## src/rtl/alu_pkg.sv

```systemverilog
// Shared types for the sequential ALU: opcode encoding and control FSM states.
package alu_pkg;

  typedef enum logic [2:0] {
    OP_ADD = 3'd0,
    OP_SUB = 3'd1,
    OP_MUL = 3'd2,
    OP_XOR = 3'd3,
    OP_AND = 3'd4,
    OP_OR  = 3'd5,
    OP_SHL = 3'd6,
    OP_SHR = 3'd7
  } opcode_e;

  typedef enum logic [1:0] {
    IDLE = 2'd0,
    BUSY = 2'd1,
    DONE = 2'd2
  } state_e;

endpackage

```

## src/rtl/alu_seq_if.sv

```systemverilog
// Request/result bundle of the sequential ALU; master drives requests and
// consumes results, slave is the ALU itself.
interface alu_seq_if #(
  parameter int WIDTH = 8
) ();
  import alu_pkg::*;

  logic             in_valid;
  logic             in_ready;
  logic [WIDTH-1:0] a;
  logic [WIDTH-1:0] b;
  opcode_e          op;
  logic             out_valid;
  logic             out_ready;
  logic [WIDTH-1:0] y;
  logic [WIDTH-1:0] y_hi;
  logic             flag_c;
  logic             flag_z;

  modport master (
    output in_valid, a, b, op, out_ready,
    input  in_ready, out_valid, y, y_hi, flag_c, flag_z
  );

  modport slave (
    input  in_valid, a, b, op, out_ready,
    output in_ready, out_valid, y, y_hi, flag_c, flag_z
  );

endinterface

```

## src/rtl/alu_mul_iter.sv

```systemverilog
// Unsigned shift-add multiplier, one multiplier bit per cycle: bit 0 is folded in
// on the start edge, done pulses the cycle the full product sits in product.
module alu_mul_iter #(
  parameter int WIDTH = 8
) (
  input  logic               clk,
  input  logic               rst,
  input  logic               start,
  input  logic [WIDTH-1:0]   a,
  input  logic [WIDTH-1:0]   b,
  output logic               busy,
  output logic               done,
  output logic [2*WIDTH-1:0] product
);

  localparam int CW = $clog2(WIDTH + 1);

  logic               busy_q,   busy_d;
  logic               done_q,   done_d;
  logic [CW-1:0]      cnt_q,    cnt_d;
  logic [2*WIDTH-1:0] mcand_q,  mcand_d;
  logic [2*WIDTH-1:0] acc_q,    acc_d;
  logic [WIDTH-1:0]   mplier_q, mplier_d;

  always_comb begin
    busy_d   = busy_q;
    done_d   = 1'b0;
    cnt_d    = cnt_q;
    mcand_d  = mcand_q;
    acc_d    = acc_q;
    mplier_d = mplier_q;
    if (start) begin
      // Consuming b[0] on the load edge leaves WIDTH-1 busy steps, so the
      // product is final one cycle earlier and the top can register it.
      acc_d    = b[0] ? {{WIDTH{1'b0}}, a} : '0;
      mcand_d  = {{WIDTH{1'b0}}, a} << 1;
      mplier_d = b >> 1;
      cnt_d    = CW'(1);
      busy_d   = 1'b1;
    end else if (busy_q) begin
      if (mplier_q[0]) begin
        acc_d = acc_q + mcand_q;
      end
      mcand_d  = mcand_q << 1;
      mplier_d = mplier_q >> 1;
      cnt_d    = cnt_q + CW'(1);
      if (cnt_q == CW'(WIDTH - 1)) begin
        busy_d = 1'b0;
        done_d = 1'b1;
      end
    end
  end

  always_ff @(posedge clk) begin
    if (rst) begin
      busy_q   <= 1'b0;
      done_q   <= 1'b0;
      cnt_q    <= '0;
      mcand_q  <= '0;
      acc_q    <= '0;
      mplier_q <= '0;
    end else begin
      busy_q   <= busy_d;
      done_q   <= done_d;
      cnt_q    <= cnt_d;
      mcand_q  <= mcand_d;
      acc_q    <= acc_d;
      mplier_q <= mplier_d;
    end
  end

  assign busy    = busy_q;
  assign done    = done_q;
  assign product = acc_q;

endmodule

```

## src/rtl/alu_seq.sv

```systemverilog
// Sequential ALU: single-cycle ops give out_valid 1 cycle after accept, MUL after WIDTH+1;
// result holds until out_ready, and a new request is taken in the same cycle it drains.
module alu_seq
  import alu_pkg::*;
#(
  parameter int WIDTH = 8
) (
  input  logic     clk,
  input  logic     rst,
  alu_seq_if.slave bus
);

  localparam int SHW = $clog2(WIDTH);

  state_e             state_q, state_d;
  logic [WIDTH-1:0]   y_q,     y_d;
  logic [WIDTH-1:0]   y_hi_q,  y_hi_d;
  logic               c_q,     c_d;
  logic               z_q,     z_d;

  logic               in_ready;
  logic               accept;
  logic               mul_start;
  logic               mul_busy;
  logic               mul_done;
  logic [2*WIDTH-1:0] mul_product;

  logic [WIDTH:0]     sum;
  logic [WIDTH:0]     diff;
  logic [SHW-1:0]     shamt;
  logic [WIDTH-1:0]   alu_y;
  logic               alu_c;

  alu_mul_iter #(
    .WIDTH(WIDTH)
  ) u_mul (
    .clk    (clk),
    .rst    (rst),
    .start  (mul_start),
    .a      (bus.a),
    .b      (bus.b),
    .busy   (mul_busy),
    .done   (mul_done),
    .product(mul_product)
  );

  always_comb begin
    sum   = {1'b0, bus.a} + {1'b0, bus.b};
    diff  = {1'b0, bus.a} - {1'b0, bus.b};
    shamt = bus.b[SHW-1:0];
    alu_y = '0;
    alu_c = 1'b0;
    case (bus.op)
      OP_ADD: begin
        alu_y = sum[WIDTH-1:0];
        alu_c = sum[WIDTH];
      end
      OP_SUB: begin
        // Bit WIDTH of the widened difference is the borrow.
        alu_y = diff[WIDTH-1:0];
        alu_c = diff[WIDTH];
      end
      OP_MUL: alu_y = '0;
      OP_XOR: alu_y = bus.a ^ bus.b;
      OP_AND: alu_y = bus.a & bus.b;
      OP_OR:  alu_y = bus.a | bus.b;
      OP_SHL: alu_y = bus.a << shamt;
      OP_SHR: alu_y = bus.a >> shamt;
    endcase
  end

  always_comb begin
    in_ready = 1'b0;
    case (state_q)
      IDLE:    in_ready = !mul_busy;
      BUSY:    in_ready = 1'b0;
      DONE:    in_ready = bus.out_ready;
      default: in_ready = 1'b0;
    endcase
  end

  assign accept = bus.in_valid && in_ready;

  always_comb begin
    state_d   = state_q;
    y_d       = y_q;
    y_hi_d    = y_hi_q;
    c_d       = c_q;
    z_d       = z_q;
    mul_start = 1'b0;
    if (accept) begin
      if (bus.op == OP_MUL) begin
        mul_start = 1'b1;
        state_d   = BUSY;
      end else begin
        state_d = DONE;
        y_d     = alu_y;
        y_hi_d  = '0;
        c_d     = alu_c;
        z_d     = (alu_y == '0);
      end
    end else begin
      case (state_q)
        BUSY: begin
          if (mul_done) begin
            state_d = DONE;
            y_d     = mul_product[WIDTH-1:0];
            y_hi_d  = mul_product[2*WIDTH-1:WIDTH];
            c_d     = 1'b0;
            z_d     = (mul_product == '0);
          end
        end
        DONE: begin
          if (bus.out_ready) begin
            state_d = IDLE;
          end
        end
        default: ;
      endcase
    end
  end

  always_ff @(posedge clk) begin
    if (rst) begin
      state_q <= IDLE;
      y_q     <= '0;
      y_hi_q  <= '0;
      c_q     <= 1'b0;
      z_q     <= 1'b0;
    end else begin
      state_q <= state_d;
      y_q     <= y_d;
      y_hi_q  <= y_hi_d;
      c_q     <= c_d;
      z_q     <= z_d;
    end
  end

  assign bus.in_ready  = in_ready;
  assign bus.out_valid = (state_q == DONE);
  assign bus.y         = y_q;
  assign bus.y_hi      = y_hi_q;
  assign bus.flag_c    = c_q;
  assign bus.flag_z    = z_q;

endmodule

```

## src/flat_wrapper.sv

```systemverilog
// flat-port wrapper written by rule: the top's interface ports become plain ports
module alu_seq_flat import alu_pkg::*;
#(
  parameter int WIDTH = 8
)
  (clk, rst, bus_in_valid, bus_a, bus_b, bus_op, bus_out_ready, bus_in_ready, bus_out_valid, bus_y, bus_y_hi, bus_flag_c, bus_flag_z);
  alu_seq_if #(.WIDTH(WIDTH)) bus_i ();
  input  logic clk;
  input  logic rst;
  input wire logic [$bits(bus_i.in_valid)-1:0] bus_in_valid;
  input wire logic [$bits(bus_i.a)-1:0] bus_a;
  input wire logic [$bits(bus_i.b)-1:0] bus_b;
  input wire logic [$bits(bus_i.op)-1:0] bus_op;
  input wire logic [$bits(bus_i.out_ready)-1:0] bus_out_ready;
  output wire logic [$bits(bus_i.in_ready)-1:0] bus_in_ready;
  output wire logic [$bits(bus_i.out_valid)-1:0] bus_out_valid;
  output wire logic [$bits(bus_i.y)-1:0] bus_y;
  output wire logic [$bits(bus_i.y_hi)-1:0] bus_y_hi;
  output wire logic [$bits(bus_i.flag_c)-1:0] bus_flag_c;
  output wire logic [$bits(bus_i.flag_z)-1:0] bus_flag_z;
  assign bus_i.in_valid = bus_in_valid;
  assign bus_i.a = bus_a;
  assign bus_i.b = bus_b;
  assign bus_i.op = bus_op;
  assign bus_i.out_ready = bus_out_ready;
  assign bus_in_ready = bus_i.in_ready;
  assign bus_out_valid = bus_i.out_valid;
  assign bus_y = bus_i.y;
  assign bus_y_hi = bus_i.y_hi;
  assign bus_flag_c = bus_i.flag_c;
  assign bus_flag_z = bus_i.flag_z;
  alu_seq #(.WIDTH(WIDTH)) u_core (.clk(clk), .rst(rst), .bus(bus_i));
endmodule
```

## config.mk

```make
export PLATFORM = sky130hd
export DESIGN_NAME = alu_seq_flat
export DESIGN_NICKNAME = d
export VERILOG_FILES = /design/src/rtl/alu_pkg.sv /design/src/rtl/alu_seq_if.sv /design/src/rtl/alu_mul_iter.sv /design/src/rtl/alu_seq.sv /design/src/flat_wrapper.sv
export SDC_FILE = /design/constraint.sdc
export NUM_CORES = 1
export LEC_CHECK = 0
export BUFFER_PORTS_ARGS = -buffer_cell sky130_fd_sc_hd__buf_2
export CORE_MARGIN = 2
export CORE_UTILIZATION = 29
export DETAILED_ROUTE_END_ITERATION = 10
export SLEW_MARGIN = 25
export SYNTH_ARGS = -nofsm -noshare
export SYNTH_HDL_FRONTEND = slang
export SYNTH_SLANG_ARGS = --single-unit
```

## constraint.sdc

```tcl
create_clock -name clk -period 3 [get_ports clk]
set_input_delay 0.6 -clock clk [delete_from_list [all_inputs] [get_ports clk]]
set_output_delay 0.6 -clock clk [all_outputs]
set_load 0.03 [all_outputs]
```

==> metrics.md <==
| Metric | Value |
|---|---|
| Proportion of layout cells with a drive suffix above 1 | `approximately 16%` |
| Post-DP HPWL | `10.6 mm` |
| First-pass GRT wire length | `23.3 mm` |
| Nets | `725` |
| Largest net degree at the start of global routing | `37` |
| CP startpoint kind | `flip-flop` |
| Layout area overhead | `16.7%` |
| Row cnt | `47` |
| Peak VDD IR | `just under 0.0002 V` |
| Cell count after synthesis | `roughly 620` |
| Slew Viols, Final | `0` |
| N_diodes | `0` |
| Max Freq | `approximately 360 MHz` |
| Clock root cell | `clkbuf_16` |
| Die footprint | `0.0180 sq mm` |
| Number of global-route vias before repair | `4423` |
| Total Wirelength | `14.3 mm` |
| Post-CTS Setup Inserts | `0` |
| WL/cell | `approximately 16 um` |
| Slew @ Worst Pin | `roughly 0.64 ns` |
| Final WS setup | `0.255 ns` |
| Post-Syn Area per Cell | `7.94 sq um` |
| Grt total ovfl | `0` |
| Post-route setup TNS | `0 ns` |
| RR Startpoint | `u_core.u_mul.product[1]$_SDFFE_PP0P_` |
| Port bufs | `42` |
| Critical Path Start | `u_core.u_mul.product[1]$_SDFFE_PP0P_` |
| EDFF count, synth | `0` |
| Crit path max-delay cell type | `or4_1` |
| CTS buffer count | `9` |
| Initial Util | `29.6%` |
| R2R Setup Slk | `between 0.2 and 0.3 ns` |
| Top FF cell, synth | `dfxtp_1` |
| Chip height | `134 um` |
| Proportion of synthesized chip area in sequential cells | `26.1%` |
| Leakage power total | `2.33 nW` |
| CP max FO | `4` |
| Cell count of the worst hold path | `2` |
| Pre-antenna DRT Iters | `5` |
| Initial antenna violation count | `0` |
| Setup violators final | `0` |
| DR iter-0 viols | `approximately 370` |
| Number of hold buffers added after CTS | `0` |
| Status | `finished clean` |
| Worst-path clk slew | `0.05 ns` |
| Mapped Nets | `684` |
| Hold Crit Start | `u_core.bus.flag_c$_SDFFE_PP0P_` |
| Power Dens Cells | `between 400 and 500 mW/mm^2` |
| Die Wd | `134 um` |
| Pre-CTS WS | `0.0888 ns` |
| Sum of buffers and inverters on the critical path | `1` |
| Core Util, Final | `34.5%` |
| Via count | `4640` |
| Final Hold Viols | `0` |
| Worst-path cell chain | `ha_1, inv_1, fa_1, nor2b_4, o31a_1, o21bai_2, a21oi_2, o2111a_1, nor4_1, or4_1, a21oi_1` |
| RSZ-0062 raised after global routing | `false` |
| GPL Wtd Cong | `0.913` |
| Fin crit period | `2.74 ns` |
| Synthesized flop and latch total | `64` |
| Final critical-path share of the clock period | `91.5%` |
| Final non-filler cell area | `0.00573 sq mm` |
| WHS Endpoint | `u_core.bus.flag_c$_SDFFE_PP0P_` |
| Clk_lat worst skew | `0.33 ns` |
| WP data arrival | `3.01 ns` |
| Post-cts sizing count | `0` |
| Total Routing Usage GR | `16.3%` |
| CTS sink cnt | `64` |
| Slew margin rel. | `57.3%` |
| TritonCTS clock tree | `yes` |
| Crit path capture type | `flip-flop` |
| WS Path Type | `reg2reg` |
| ANT nets after route | `0` |
| RR Endpoint | `u_core.u_mul.product[15]$_SDFFE_PP0P_` |
| Cell area after synthesis | `0.00491 sq mm` |
| Count of different cell masters after synthesis | `73` |
| Drt via density | `5.27` |
| DP Area | `0.00545 sq mm` |
| Syn. warnings | `0` |
| Fin Clk Skew | `0.00552 ns` |
| Reg2Reg Depth | `11` |
| Worst path max stage delay | `0.47 ns` |
| # IOs | `43` |
| Post-synthesis async set-or-reset flop share | `0%` |
| Core footprint | `0.0166 sq mm` |
| DRC Markers | `0` |
| Max_cap viols | `0` |
| WP data required | `between 3 and 4 ns` |
| Kind of cell adding the most delay to the critical path | `compound AO/OA/AOI/OAI gates` |
| Hold Crit Class | `reg2reg` |
| Final Total Pwr | `0.00242 W` |
| Max Buffers Root-to-Sink | `2` |
| H-tree depth | `3` |
[through the flow]
step	cells	hold slack (ns)
2_1_floorplan	618	0.436
3_3_place_gp	868	0.457
4_1_cts	881	0.465
5_1_grt	881	0.496
3_5_place_dp	868	0.452
6_report	881	0.463
[worst min-delay path, delay by kind of cell (launching register included)]
family	cells	cell delay [ns]
AOI/OAI and AO/OA	1	0.06
DFF	1	0.31
and+or+nand+nor	1	0.05
[synth_stat cells, types with 7 or more instances]
cell type / number / area share (%)
inv_1: 29 / 2.2
ha_1: 40 / 10
dfxtp_1: 64 / 26
clkbuf_1: 32 / 2.4
a21o_1: 7 / 1.1
nor3_1: 10 / 1.0
a21oi_1: 60 / 6.1
o21ai_0: 22 / 2.2
nand2_1: 74 / 5.7
mux2i_1: 31 / 6.3
nand3_1: 19 / 1.9
nor2_1: 55 / 4.2
xnor2_1: 9 / 1.6
a211oi_1: 24 / 3.7
o211ai_1: 7 / 1.1
mux4_2: 7 / 3.2
buf_2: 7 / 0.71
[final cells by class]
cell class / count / area (sq um)
timing repair buffer: 74 / 450
fill: 1756 / 10900
clock buffer: 13 / 280
inverter: 29 / 109
sequential: 64 / 1280
tap: 220 / 275
multi-input combinational: 481 / 3330
[routing by layer]
layer  track usage, %  up-vias  wire length, um  share of wire, %
li1                 -     2319                -                 -
met5                0        -                0                 0
met4             5.32        0              234               1.6
met3             2.12       18              682               4.8
met1             22.7     2179             6840                48
met2             26.3      124             6580                46
[placed cells by master (no fill, tap or decap), types with 6 or more instances in the layout]
cell       count
buf_4         32
ha_1          40
clkbuf_16      9
nor2_1        55
a21o_1         7
nor3_1        10
a21oi_1       60
o211ai_1       7
nor2b_1        6
a211oi_1      24
nand2_1       74
dfxtp_1       64
mux2i_1       31
buf_2         42
inv_1         29
o21ai_0       22
xnor2_1        9
mux4_2         7
nand3_1       19
[flip-flops by register name, indices dropped and copies added, names as in the netlist]
signal,flops
u_core.bus.y,8
u_core.bus.flag_c,1
u_core.u_mul.done,1
u_core.u_mul.mplier_q,7
u_core.bus.y_hi,8
u_core.u_mul.busy,1
u_core.u_mul.product,16
u_core.u_mul.mcand_q,15
u_core.u_mul.cnt_q,4
u_core.state_q,2
u_core.bus.flag_z,1
[kinds of logic after synthesis]
group           after synthesis  synth area share, %
buf+inv                      73                 5.99
xor+xnor                     14                 2.50
simple gates                201                 19.0
fa+ha+maj                    43                 11.4
compound gates              182                 24.8
mux                          41                 10.2
flops                        64                 26.1
[how the worst max path moves through the flow]
stage / cells past startpoint / slack (ns) / endpoint
final: 11 / 0.26 / u_core.u_mul.product[15]$_SDFFE_PP0P_
after global routing: 11 / 0.06 / u_core.u_mul.product[15]$_SDFFE_PP0P_
after CTS: 11 / 0.28 / u_core.u_mul.product[15]$_SDFFE_PP0P_
after detailed placement: 12 / 0.09 / u_core.bus.flag_z$_SDFFE_PP0P_
after global placement: 12 / 0.11 / u_core.bus.flag_z$_SDFFE_PP0P_
after floorplan: 11 / 0.15 / u_core.bus.y[7]$_SDFFE_PP0P_
[where the power goes]
part / switching (W) / total, W / internal (W)
logic: 0.000329 / 0.000535 / 0.000206
clock network: 0.000352 / 0.000986 / 0.000634
registers: 0.0000191 / 0.000897 / 0.000878
total: 0.000700 / 0.00242 / 0.00172
Power figures use the tool's default switching activity.
